<file path="src/rtl/pc_sequencer.sv">
// Program-counter sequencer: increment, relative branch, absolute jump and two-byte interrupt vector fetch.
// Define PC_SEQ_PAGE_CROSS_EN to make page-crossing branches take an extra BR_FIX cycle for the high byte.
module pc_sequencer (
    input  logic        CLK,
    input  logic        RES,
    input  logic        n_ready,
    input  logic        inc_req,
    input  logic        br_req,
    input  logic [7:0]  br_off,
    input  logic        jmp_req,
    input  logic [15:0] jmp_addr,
    input  logic        vec_req,
    input  logic [1:0]  vec_sel,
    input  logic [7:0]  data_in,
    output logic [15:0] PC,
    output logic [15:0] addr,
    output logic        fetch,
    output logic        busy
);

    typedef enum logic [1:0] {
        RUN    = 2'd0,
        BR_FIX = 2'd1,
        VEC_LO = 2'd2,
        VEC_HI = 2'd3
    } state_t;

    state_t      state_q, state_d;
    logic [15:0] pc_q, pc_d;
    logic [15:0] base_q, base_d;
    logic [15:0] sum_q, sum_d;
    logic [15:0] br_sum;
    logic [15:0] vec_base;

    assign br_sum = pc_q + {{8{br_off[7]}}, br_off};

    always_comb begin
        case (vec_sel)
            2'b00:   vec_base = 16'hFFFA;
            2'b01:   vec_base = 16'hFFFC;
            default: vec_base = 16'hFFFE;
        endcase
    end

    // n_ready freezes every register; otherwise RUN serves the highest-priority request only
    always_comb begin
        state_d = state_q;
        pc_d    = pc_q;
        base_d  = base_q;
        sum_d   = sum_q;
        if (!n_ready) begin
            case (state_q)
                RUN: begin
                    if (vec_req) begin
                        base_d  = vec_base;
                        state_d = VEC_LO;
                    end else if (jmp_req) begin
                        pc_d = jmp_addr;
                    end else if (br_req) begin
                        sum_d = br_sum;
`ifdef PC_SEQ_PAGE_CROSS_EN
                        if (br_sum[15:8] != pc_q[15:8]) begin
                            pc_d    = {pc_q[15:8], br_sum[7:0]};
                            state_d = BR_FIX;
                        end else begin
                            pc_d = br_sum;
                        end
`else
                        pc_d = br_sum;
`endif
                    end else if (inc_req) begin
                        pc_d = pc_q + 16'd1;
                    end
                end
                BR_FIX: begin
                    pc_d    = {sum_q[15:8], pc_q[7:0]};
                    state_d = RUN;
                end
                VEC_LO: begin
                    pc_d    = {pc_q[15:8], data_in};
                    state_d = VEC_HI;
                end
                VEC_HI: begin
                    pc_d    = {data_in, pc_q[7:0]};
                    state_d = RUN;
                end
                default: state_d = RUN;
            endcase
        end
    end

    always_ff @(posedge CLK) begin
        if (RES) begin
            state_q <= VEC_LO;
            pc_q    <= 16'h0000;
            base_q  <= 16'hFFFC;
            sum_q   <= 16'h0000;
        end else begin
            state_q <= state_d;
            pc_q    <= pc_d;
            base_q  <= base_d;
            sum_q   <= sum_d;
        end
    end

    // Legal vector bases are even, so base+1 never carries out of 16 bits
    always_comb begin
        addr = pc_q;
        case (state_q)
            VEC_LO:  addr = base_q;
            VEC_HI:  addr = base_q + 16'd1;
            default: addr = pc_q;
        endcase
    end

    assign PC    = pc_q;
    assign fetch = (state_q == RUN);
    assign busy  = (state_q != RUN);

endmodule

</file>
<file path="config.mk">
export PLATFORM = sky130hd
export DESIGN_NAME = pc_sequencer
export DESIGN_NICKNAME = d
export VERILOG_FILES = /design/src/rtl/pc_sequencer.sv
export SDC_FILE = /design/constraint.sdc
export NUM_CORES = 1
export LEC_CHECK = 0
export CORE_MARGIN = 1.5
export CORE_UTILIZATION = 45
export CTS_BUF_LIST = sky130_fd_sc_hd__clkbuf_8
export CTS_CLUSTER_DIAMETER = 200
export DETAILED_ROUTE_END_ITERATION = 7
export GPL_ROUTABILITY_DRIVEN = 0
export PLACE_DENSITY = 0.74
export SYNTH_ARGS = -nofsm -noshare
export SYNTH_HDL_FRONTEND = slang
export SYNTH_SLANG_ARGS = --single-unit
</file>
<file path="constraint.sdc">
create_clock -name CLK -period 3.5 [get_ports CLK]
set_input_delay 0.35 -clock CLK [delete_from_list [all_inputs] [get_ports CLK]]
set_output_delay 0.35 -clock CLK [all_outputs]
set_load 0.02 [all_outputs]
</file>
# Yosys cells after proc, flatten, opt, wreduce, memory -nomap -nowiden
# Index checks and enable logic that the tools add are counted.
word_totals:
  regBits: 50
  latchBits: 0
  ram_bits: 0
  rom_bits: 0
  in_bits: 41
  out_inout_bits: 34
  word_cells: 39
  memories: 0
classes:
  addsub: 3
  multipliers: 0
  div: 0
  magnitude_cmp: 0
  n_eq_ne: 7
  n_shift: 0
  muxes: 9
  bitwise_logic: 6
  reduce_logical: 9
ops:
  columns: ["cell", "n"]
  rows:
  - ["$mux W16", 4]
  - ["$pmux W16 S4", 1]
  - ["$add A16 B1 Y16 const B", 2]
  - ["$pmux W16 S2", 1]
  - ["$add A16 B16 Y16", 1]
  - ["$reduce_and A5 Y1", 2]
  - ["$not A1 Y1", 6]
  - ["$pmux W2 S3", 1]
  - ["$pmux W3 S2", 1]
  - ["$eq A2 B1 Y1 const B", 2]
  - ["$eq A2 B2 Y1 const B", 2]
  - ["$logic_not A2 Y1", 2]
  - ["$ne A2 B2 Y1 const B", 2]
  - ["$ne A4 B4 Y1 const B", 1]
  - ["$reduce_and A4 Y1", 1]
  - ["$reduce_and A3 Y1", 1]
  - ["$mux W2", 1]
  - ["$reduce_and A2 Y1", 1]
  - ["$reduce_bool A2 Y1", 1]
  - ["$reduce_or A2 Y1", 1]

# Logic depth before layout (Yosys ltp)
depth:
  ltp_word: 6
  mapped_depth: 9
  mapped_depth_nobuf: 9

# Least setup slack after synthesis
# OpenSTA, ideal clock, no wires.
synth_path:
  kind: "register to register"
  startpoint: "register pc_q[0] (netlist: PC[0])"
  endpoint: "register sum_q[14]"
  setup_ps: 60
  arrival_ps: 2626
  t_required_ps: 3440
  setup_slack_ps: 814
  path_stages_with_launch: 10
  path_buffers: 0
  synth_period_minus_slack_ps: 2686
  cell_sequence: "dfxtp_1 ha_1 inv_1 fa_1 and2b_4 o211ai_4 a2111oi_4 o21ai_1 a2111oi_2 a311o_1"
synth_via:
  elab_chain_cells: 1
synth_rtl:
  columns: ["element", "line", "rtl"]
  rows:
  - ["start, declared", "29", "logic [15:0] pc_q, pc_d;"]
  - ["start signal, assigned", "100", "pc_q <= pc_d;"]
  - ["$add A16 B16 Y16", "35", "assign br_sum = pc_q + {{8{br_off[7]}}, br_off};"]
  - ["end signal, assigned", "102", "sum_q <= sum_d;"]
  - ["end, declared", "31", "logic [15:0] sum_q, sum_d;"]
# Every way passes these cells.
# A chain may end at the register's enable or synchronous reset.

# Worst setup path in the final report
layout_path:
  startpoint: "input port br_off[0]"
  endpoint: "register sum_q[14]"
layout_via:
  elab_chain_cells: 1
layout_rtl:
  columns: ["element", "line", "rtl"]
  rows:
  - ["start, declared", "9", "input logic [7:0] br_off,"]
  - ["$add A16 B16 Y16", "35", null]
# Every way passes these cells.

==> reports/metrics.yaml <==
status: "complete, no violations"
drt-initial-drc-count: 278
yosysTopAreaCell: "dfxtp_1"
cts_setup_buffers: 0
rsz0062_at_grt: "false"
crit_arrival_ps: 3020
critPathKind: "input port to flip-flop"
setup_tns_ps: 0
grt_max_degree: 46
drt_pass1_iterations: 5
antenna_found_initial: 0
ff2ff_path_depth: 8
yosys-top-cells-count: "a21oi_1 (37), nand2_1 (36), nor2_1 (30)"
required_ps: 3730
fp.dieW_um: 84.1
design.core.area_um2: 6350
hold_start: "sum_q[10]"
ctsHoldBuffers: 0
synthFlopType: "dfxtp_1"
cts_resized: 0
cp-startpoint: "br_off[0]"
fin_area_um2: 3820
postSynthCellCount: 397
cts.sinks: 28
slew_viol_final: 0
ant_nets: 0
start_util: 0.466
fmax_mhz: 358
cts_buffers: 3
syn_area_per_cell_um2: 7.45
holdCritPathClass: "flip-flop to flip-flop"
dieArea_um2: 7070
critical_path.endpoint_type: "flip-flop"
track_usage: 0.277
final-setup-viol-count: 0
power.density_nw_per_um2: 269
power_mw: 1.03
hold_end: "sum_q[10]"
peakVddDrop_uv: 204
relSlewSlack: 0.549
critPathSlowestCell: "clkdlybuf4s50_1"
cts_root_buf: "clkbuf_8"
diodes: 0
dpl-instance-area_um2: 3770
wl_per_cell_um: 18.4
skew_ps: 4.02
htreeDepth: 1
yosys-top-cells-area: "dfxtp_1 (19%), ha_1 (6.8%), a21oi_1 (6.3%)"
synth_top_area_frac: 0.190
place_ws_ps: 410
syn_nets: 455
path_cells: "clkdlybuf4s50_1, ha_1, inv_1, fa_1, and2b_4, o211ai_4, a2111oi_4, o21ai_1, a2111oi_2, a311o_1"
r2r_slack_ps: 790
seq_area_frac_synth: 0.190
fp-row-count: 29
ys_seq_elements: 28
maxCapViolations: 0
drive_gt1_frac: 0.103
post-route-drc-count: 0
worst_pin_slew_ps: 672
postLayoutCoreUtil: 0.602
die_y_um: 84.1
routed_via_density: 6.22
instances_no_fill: 541
yosysWarnings: 0
cp-start-kind: "input port"
dp_cells: 537
cp_slowest_stage_delay_ps: 470
synth.distinct_cells: 72
leakagePower_nw: 1.41
fin_crit_sh: 0.797
syn_area_um2: 2960
fin_hold_ws_ps: 475
r2r_end: "sum_q[14]"
synth_edf_count: 0
area_delta_synth_final_pct: 29.3
io_buffers: 74
finalWirelength_mm: 9.93
r2r_start: "PC[1]"
final.setup.worst_slack_ps: 709
crit_path_max_fanout: 4
fin_nets: 523
yosysMostFrequentCell: "a21oi_1"
holdPathStages: 2
fill_cells: 580
grt_pass1_vias: 3215
hold_viol: 0
cts_tree: "yes"
clk_latency_ps: 290
clk_pin_slew_ps: 100
cts_buffer_depth: 2
grt_pass1_wl_mm: 15.8
layout_min_cycle_time_ps: 2790
async_flop_share: 0
overflow: 0
vias: 3365
hpwl_mm: 7.38
ios: 75
routing by layer:
layer,share of wire,track usage,vias to the layer above
li1,-,-,1610
met1,0.44,0.378,1536
met2,0.45,0.444,202
met3,0.092,0.0346,17
met4,0.026,0.104,0
met5,0,0,-
sequential cells by signal, indices dropped and copies added, names as in the netlist:
register  cells
PC           16
base_q        2
state_q       2
sum_q         8
layout make-up:
cell class	instances	area, um2	area share
Multi-Input combinational cell	329	2230	0.582
Clock buffer	4	55.1	0.0144
Tap cell	77	96.3	0.0252
Timing Repair Buffer	84	816	0.213
Inverter	19	71.3	0.0186
Sequential cell	28	561	0.147
power breakdown:
part | internal (mW) | switching (mW)
sequential | 0.335 | 0.0287
combinational | 0.199 | 0.255
clock | 0.101 | 0.112
total | 0.635 | 0.395
critical path, delay by kind of cell:
family	cells	cell delay (ps)
AO/OA/AOI/OAI	5	1280
adder cells (fa/ha/maj)	2	580
buffers and inverters	2	530
AND/OR/NAND/NOR	1	290
placed cells by master (no fill, tap or decap), types with 4 or more instances in the layout:
master	instances
a211oi_1	6
a21oi_1	37
a31oi_1	8
and3_1	14
buf_4	10
clkbuf_8	4
clkdlybuf4s50_1	74
dfxtp_1	28
ha_1	16
inv_1	18
nand2_1	36
nand2b_1	7
nand3_1	15
nor2_1	30
nor3_1	12
o21a_1	7
o21ai_0	28
o221ai_1	5
or2_2	14
xnor2_1	12
xor2_1	5
cells by family after synthesis:
family | Yosys count | synth area share
simple gates | 156 | 0.282
compound gates | 136 | 0.335
mux | 3 | 0.0106
xor+xnor | 17 | 0.0503
flops | 28 | 0.190
buf+inv | 40 | 0.0579
fa+ha+maj | 17 | 0.0744
worst max-delay path by stage:
stage	cells after the start	endpoint
floorplan	9	sum_q[14]
detailed placement	10	sum_q[14]
global route	10	sum_q[14]
global placement	10	sum_q[14]
finish	10	sum_q[14]
CTS	10	sum_q[14]
No activity file was read; power rests on OpenSTA's default activity.
